[src/rtl/misc_issue_queue_pkg.sv]
// Shared types for the misc-pipe issue queue: the entry payload, the op
// encodings and the default sizing.
package misc_issue_queue_pkg;

  localparam int DEPTH_DEF      = 8;
  localparam int DISP_WIDTH_DEF = 2;
  localparam int WAKE_NUM_DEF   = 4;
  localparam int PREG_W_DEF     = 6;
  localparam int ROB_W_DEF      = 6;

  typedef enum logic [1:0] {
    ALU_INST  = 2'd0,
    BR_INST   = 2'd1,
    MEM_INST  = 2'd2,
    PRIV_INST = 2'd3
  } instr_type_e;

  typedef enum logic [3:0] {
    MISC_BRANCH    = 4'd0,
    MISC_JUMP      = 4'd1,
    MISC_CSR_READ  = 4'd2,
    MISC_CSR_WRITE = 4'd3,
    MISC_CSR_XCHG  = 4'd4,
    MISC_TLB       = 4'd5,
    MISC_CACOP     = 4'd6,
    MISC_ERET      = 4'd7,
    MISC_IDLE      = 4'd8
  } misc_op_e;

  typedef struct packed {
    logic [ROB_W_DEF-1:0]  rob_idx;
    logic [31:0]           pc;
    logic [31:0]           npc;
    logic [31:0]           imm;
    logic [PREG_W_DEF-1:0] psrc0;
    logic [PREG_W_DEF-1:0] psrc1;
    logic                  src0_rdy;
    logic                  src1_rdy;
    logic [PREG_W_DEF-1:0] pdest;
    instr_type_e           instr_type;
    misc_op_e              misc_op;
  } misc_iq_entry_t;

  // Privileged ops must wait until they are the oldest instruction in the ROB.
  function automatic logic is_serial(instr_type_e t);
    return t == PRIV_INST;
  endfunction

endpackage

[src/rtl/misc_iq_wakeup.sv]
// Matches one entry's two source registers against every wakeup port.
module misc_iq_wakeup #(
  parameter int WAKE_NUM = 4,
  parameter int PREG_W   = 6
) (
  input  logic [PREG_W-1:0]                psrc0,
  input  logic [PREG_W-1:0]                psrc1,
  input  logic [WAKE_NUM-1:0]              wake_valid,
  input  logic [WAKE_NUM-1:0][PREG_W-1:0]  wake_preg,
  output logic                             hit0,
  output logic                             hit1
);

  always_comb begin
    hit0 = 1'b0;
    hit1 = 1'b0;
    for (int w = 0; w < WAKE_NUM; w++) begin
      if (wake_valid[w] && (wake_preg[w] == psrc0)) hit0 = 1'b1;
      if (wake_valid[w] && (wake_preg[w] == psrc1)) hit1 = 1'b1;
    end
  end

endmodule

[src/rtl/misc_issue_queue.sv]
// In-order issue queue for the misc pipe: circular buffer, wakeup tracking,
// head-only issue, privileged ops held until they reach the ROB head.
module misc_issue_queue
  import misc_issue_queue_pkg::*;
#(
  parameter int DEPTH      = DEPTH_DEF,
  parameter int DISP_WIDTH = DISP_WIDTH_DEF,
  parameter int WAKE_NUM   = WAKE_NUM_DEF,
  parameter int PREG_W     = PREG_W_DEF,
  parameter int ROB_W      = ROB_W_DEF
) (
  input  logic                               clk,
  input  logic                               rst,
  input  logic                               flush_i,
  input  logic [DISP_WIDTH-1:0]              disp_valid_i,
  input  misc_iq_entry_t [DISP_WIDTH-1:0]    disp_i,
  output logic                               disp_ready_o,
  input  logic [WAKE_NUM-1:0]                wake_valid_i,
  input  logic [WAKE_NUM-1:0][PREG_W-1:0]    wake_preg_i,
  input  logic                               rob_head_valid_i,
  input  logic [ROB_W-1:0]                   rob_head_idx_i,
  output logic                               issue_valid_o,
  output misc_iq_entry_t                     issue_o,
  input  logic                               issue_ready_i
);

  localparam int PTR_W = $clog2(DEPTH);
  localparam int CNT_W = PTR_W + 1;

  misc_iq_entry_t       entries_q [DEPTH];
  logic [DEPTH-1:0]     serial_q;
  logic [PTR_W-1:0]     head_q;
  logic [PTR_W-1:0]     tail_q;
  logic [CNT_W-1:0]     count_q;

  logic [DEPTH-1:0]      ent_valid;
  logic [DEPTH-1:0]      ent_hit0;
  logic [DEPTH-1:0]      ent_hit1;
  logic [DISP_WIDTH-1:0] lane_hit0;
  logic [DISP_WIDTH-1:0] lane_hit1;
  logic [PTR_W-1:0]      lane_off [DISP_WIDTH];
  misc_iq_entry_t        disp_ent [DISP_WIDTH];
  logic [CNT_W-1:0]      accepted;
  misc_iq_entry_t        head_ent;
  logic                  issue_fire;

  // Full/empty comes from count alone; pointer equality is ambiguous.
  assign disp_ready_o = (CNT_W'(DEPTH) - count_q) >= CNT_W'(DISP_WIDTH);

  for (genvar i = 0; i < DEPTH; i++) begin : g_ent
    assign ent_valid[i] = {1'b0, PTR_W'(i) - head_q} < count_q;
    misc_iq_wakeup #(.WAKE_NUM(WAKE_NUM), .PREG_W(PREG_W)) u_wake (
      .psrc0      (entries_q[i].psrc0),
      .psrc1      (entries_q[i].psrc1),
      .wake_valid (wake_valid_i),
      .wake_preg  (wake_preg_i),
      .hit0       (ent_hit0[i]),
      .hit1       (ent_hit1[i])
    );
  end

  for (genvar k = 0; k < DISP_WIDTH; k++) begin : g_lane
    misc_iq_wakeup #(.WAKE_NUM(WAKE_NUM), .PREG_W(PREG_W)) u_wake (
      .psrc0      (disp_i[k].psrc0),
      .psrc1      (disp_i[k].psrc1),
      .wake_valid (wake_valid_i),
      .wake_preg  (wake_preg_i),
      .hit0       (lane_hit0[k]),
      .hit1       (lane_hit1[k])
    );
  end

  // Valid lanes pack densely from tail; offset is the count of older valid lanes.
  always_comb begin
    accepted = '0;
    for (int k = 0; k < DISP_WIDTH; k++) begin
      lane_off[k] = accepted[PTR_W-1:0];
      if (disp_valid_i[k]) accepted = accepted + CNT_W'(1);
      disp_ent[k] = disp_i[k];
      disp_ent[k].src0_rdy = disp_i[k].src0_rdy | (disp_i[k].psrc0 == '0) | lane_hit0[k];
      disp_ent[k].src1_rdy = disp_i[k].src1_rdy | (disp_i[k].psrc1 == '0) | lane_hit1[k];
    end
    if (!disp_ready_o) accepted = '0;
  end

  always_comb begin
    head_ent      = entries_q[head_q];
    issue_valid_o = (count_q != '0) & head_ent.src0_rdy & head_ent.src1_rdy &
                    (~serial_q[head_q] |
                     (rob_head_valid_i & (rob_head_idx_i == head_ent.rob_idx)));
    issue_o       = issue_valid_o ? head_ent : '0;
    issue_fire    = issue_valid_o & issue_ready_i;
  end

  always_ff @(posedge clk) begin
    if (rst || flush_i) begin
      head_q   <= '0;
      tail_q   <= '0;
      count_q  <= '0;
      serial_q <= '0;
      for (int i = 0; i < DEPTH; i++) entries_q[i] <= '0;
    end else begin
      for (int i = 0; i < DEPTH; i++) begin
        if (ent_valid[i] && ent_hit0[i]) entries_q[i].src0_rdy <= 1'b1;
        if (ent_valid[i] && ent_hit1[i]) entries_q[i].src1_rdy <= 1'b1;
      end
      for (int k = 0; k < DISP_WIDTH; k++) begin
        if (disp_ready_o && disp_valid_i[k]) begin
          entries_q[tail_q + lane_off[k]] <= disp_ent[k];
          serial_q[tail_q + lane_off[k]]  <= is_serial(disp_ent[k].instr_type);
        end
      end
      tail_q  <= tail_q + accepted[PTR_W-1:0];
      head_q  <= head_q + PTR_W'(issue_fire);
      count_q <= count_q + accepted - CNT_W'(issue_fire);
    end
  end

endmodule

[config.mk]
export PLATFORM = sky130hd
export DESIGN_NAME = misc_issue_queue
export DESIGN_NICKNAME = d
export VERILOG_FILES = /design/src/rtl/misc_issue_queue_pkg.sv /design/src/rtl/misc_iq_wakeup.sv /design/src/rtl/misc_issue_queue.sv
export SDC_FILE = /design/constraint.sdc
export NUM_CORES = 2
export LEC_CHECK = 0
export ABC_AREA = 1
export BUFFER_PORTS_ARGS = -buffer_cell sky130_fd_sc_hd__buf_2
export CORE_MARGIN = 8
export CORE_UTILIZATION = 35
export DETAILED_ROUTE_END_ITERATION = 12
export SLEW_MARGIN = 20
export SYNTH_ARGS = -nofsm -noshare
export SYNTH_HDL_FRONTEND = slang
export SYNTH_SLANG_ARGS = --single-unit
[constraint.sdc]
create_clock -name clk -period 6.86 [get_ports clk]
set_input_delay 1.029 -clock clk [delete_from_list [all_inputs] [get_ports clk]]
set_output_delay 1.029 -clock clk [all_outputs]
set_load 0.005 [all_outputs]
==> results.cfg <==
[floorplanning]
die_w_um = 428.2
start_util_pct = 35.17
die_h_um = 428.2
rows = 151
die-area_um2 = 183300
core_um2 = 169100
io-pin-count = 427

[clocking]
clk_latency_ps = 740
htree_levels = 3
clock_path_buffers = 3
cts_tree = yes
postCtsSetupBuffers = 0
ctsHoldBuffers = 0
clkTransAtPathRegs_ps = 60
cts.sinks = 1042
cts_made_buffers = 110
clockRootBuffer = clkbuf_16
cts_resized = 0

[run]
maxCapViolCount = 0

[power_and_ir_drop]
p_clk_share_pct = 38.3
ir_worst_vdd_mv = 0.2033
switchingPower_mw = 4.606
leakage_nw = 24.61
p_int_mw = 11.53
swShare_pct = 28.54
p_total_mw = 16.14
pwr-share-comb_pct = 13.8
p_per_area_nw_per_um2 = 241.6
p_seq_share_pct = 47.9

[sta]
fmax_mhz = 171.6
setup_viol = 0
tightest_slew_ps = 1542
period_minus_slack_ps = 5828
finalHoldViolCount = 0
drv_slew = 58
finalCritPeriodShare_pct = 84.95
rsz0062_at_grt = no
relSlewSlack_pct = -2.770
skew_ps = 35.51
fin_tns_setup_ps = 0

[yosys]
synth_nets = 7167
synth_cell_types = 48
ys_warn_count = 0
async_flop_share_pct = 0
synth_area_leader_cell = edfxtp_1
synth_edf_count = 1014
netlist_instances = 6842
synth.avg_cell_area_um2 = 8.691
syn_area_um2 = 59460
synth_commonest_cells = nand3_1 (1248), nand2_1 (1186), edfxtp_1 (1014)
synth_seq_cells = 1042
ys_seq_area_share_pct = 52.15
yosysMostFrequentCell = nand3_1
synth_area_leaders = edfxtp_1 (51%), nand3_1 (11%), nand2_1 (7.5%)
synth_flop_cell = edfxtp_1
synth_top_area_share_pct = 51.21

[placement]
gp_congestion = 0.9666
hpwlAfterDp_um = 148600
port_buffers = 426
place_area_um2 = 63120

[detailed_routing]
wire_per_inst_um = 28.47
viasPerCell = 6.217
dr.pass1.iters = 7
drc = 0
wirelength_um = 261800
ant_nets = 0
vias = 57160
dr.first_iter.drc_count = 8299

[worst_setup_path]
start_kind = flip-flop
worstPathRequired_ps = 5830
end_kind = output pin
cp.arrival_ps = 4800
crit_fanout = 70
path_class = flip-flop to output pin

[cells_and_area]
syn2layout_area_growth_pct = 12.36
stdcell_area_um2 = 66810
fillers = 16790
drive_gt1_share_pct = 12.02
fin_nets = 7184

[global_routing]
grt_pass1_vias = 55110
antenna_found_initial = 27
overflow = 0
grt_pass1_wl_um = 377200
grt.total_usage_pct = 26.85
grt_max_degree = 207

[status]
status = finished with violations
violations = slew limit

[hold_path]
holdCritPathClass = flip-flop to flip-flop
==> cells by family after synthesis <==
kind of cell / after synthesis / synth area share [%]
simple gates: 2764 / 20.50
compound gates: 1788 / 17.86
buf+inv: 1122 / 7.428
flops: 1042 / 52.15
xor+xnor: 98 / 1.443
fa+ha+maj: 28 / 0.6144
==> cells in the final DEF (no fill, tap or decap), types with 8 or more instances in the layout <==
cell,count
a21oi_1,277
inv_1,470
clkbuf_1,28
nor2_4,9
or2_2,10
buf_12,24
xor2_1,21
nor2_1,217
nand3_1,1247
o2111ai_1,54
clkinv_2,23
xnor2_1,77
a221oi_1,14
o21ai_0,846
inv_4,8
nand2_1,1170
buf_4,79
bufinv_16,14
o22ai_1,420
buf_2,426
a31oi_1,9
nor4_1,18
edfxtp_1,1014
clkinv_1,34
ha_1,26
o211ai_1,28
nand4_1,45
clkbuf_16,110
nor3_1,22
a211oi_1,20
a211oi_2,90
diode_2,23
nand2_4,16
dfxtp_1,27
==> worst paths after layout <==
path | startpoint | to | slack [ps] | depth (start not counted)
max | head_q[0] | issue_o[98] | 1030 | 13
min | serial_q[4] | serial_q[4] | 500 | 2
max reg2reg | count_q[1] | entries_q[0][67] | 2550 | 10
min reg2reg | serial_q[4] | serial_q[4] | 500 | 2
==> layout make-up <==
cell class	instances	area (um^2)	share of cell area (%)
clock inverter	68	772.0	1.156
antenna	23	57.56	0.08615
multi-input combinational	4678	24220	36.25
clock buffer	138	2858	4.277
tap	2218	2775	4.154
timing repair buffer	529	3206	4.798
sequential	1042	31010	46.42
inverter	498	1907	2.854
==> sequential cells by signal (all words and copies together), names as in the netlist <==
name and cells:
head_q 3, entries_q 1024, tail_q 3, serial_q 8
count_q 4
==> metal layers <==
metal / global-route usage (%) / vias up / routed length [um]
li1: - / 24650 / -
met1: 35.25 / 27610 / 100400
met4: 13.89 / 4 / 13590
met3: 5.027 / 774 / 29400
met2: 42.29 / 4128 / 118400
met5: 0 / - / 27
==> power groups by stage <==
stage               sequential, mW  clock, mW  combinational, mW
floorplan                     7.81          0               1.21
finish                        7.74       6.17               2.23
global route                  7.78       6.44               2.34
CTS                           7.73       6.21               2.16
global placement              7.85          0               2.14
detailed placement            7.86          0               2.16
==> worst max-delay path: stages (launching register included) <==
cell and delay, ps:
dfxtp_4 900, buf_4 740, nand2_1 130, nand3_1 120
nand2_1 90, nor2_1 160, nand2_1 70, nand2_1 70
nand3_1 90, o21bai_2 250, nand2_4 270, buf_12 350
a211oi_2 490, buf_2 220
==> stage by stage <==
stage | hold slack (ps) | setup slack [ps] | cells | util, %
2_1_floorplan | 448.8 | 1191 | 6842 | -
3_3_place_gp | 483.2 | 1890 | 8965 | 37.33
3_5_place_dp | 486.4 | 1939 | 8965 | 37.33
4_1_cts | 496.4 | 1087 | 9171 | 39.48
5_1_grt | 516.4 | 745.6 | 9186 | 39.50
6_report | 503.2 | 1032 | 9194 | 39.51
(Power assumes the default switching activity.)
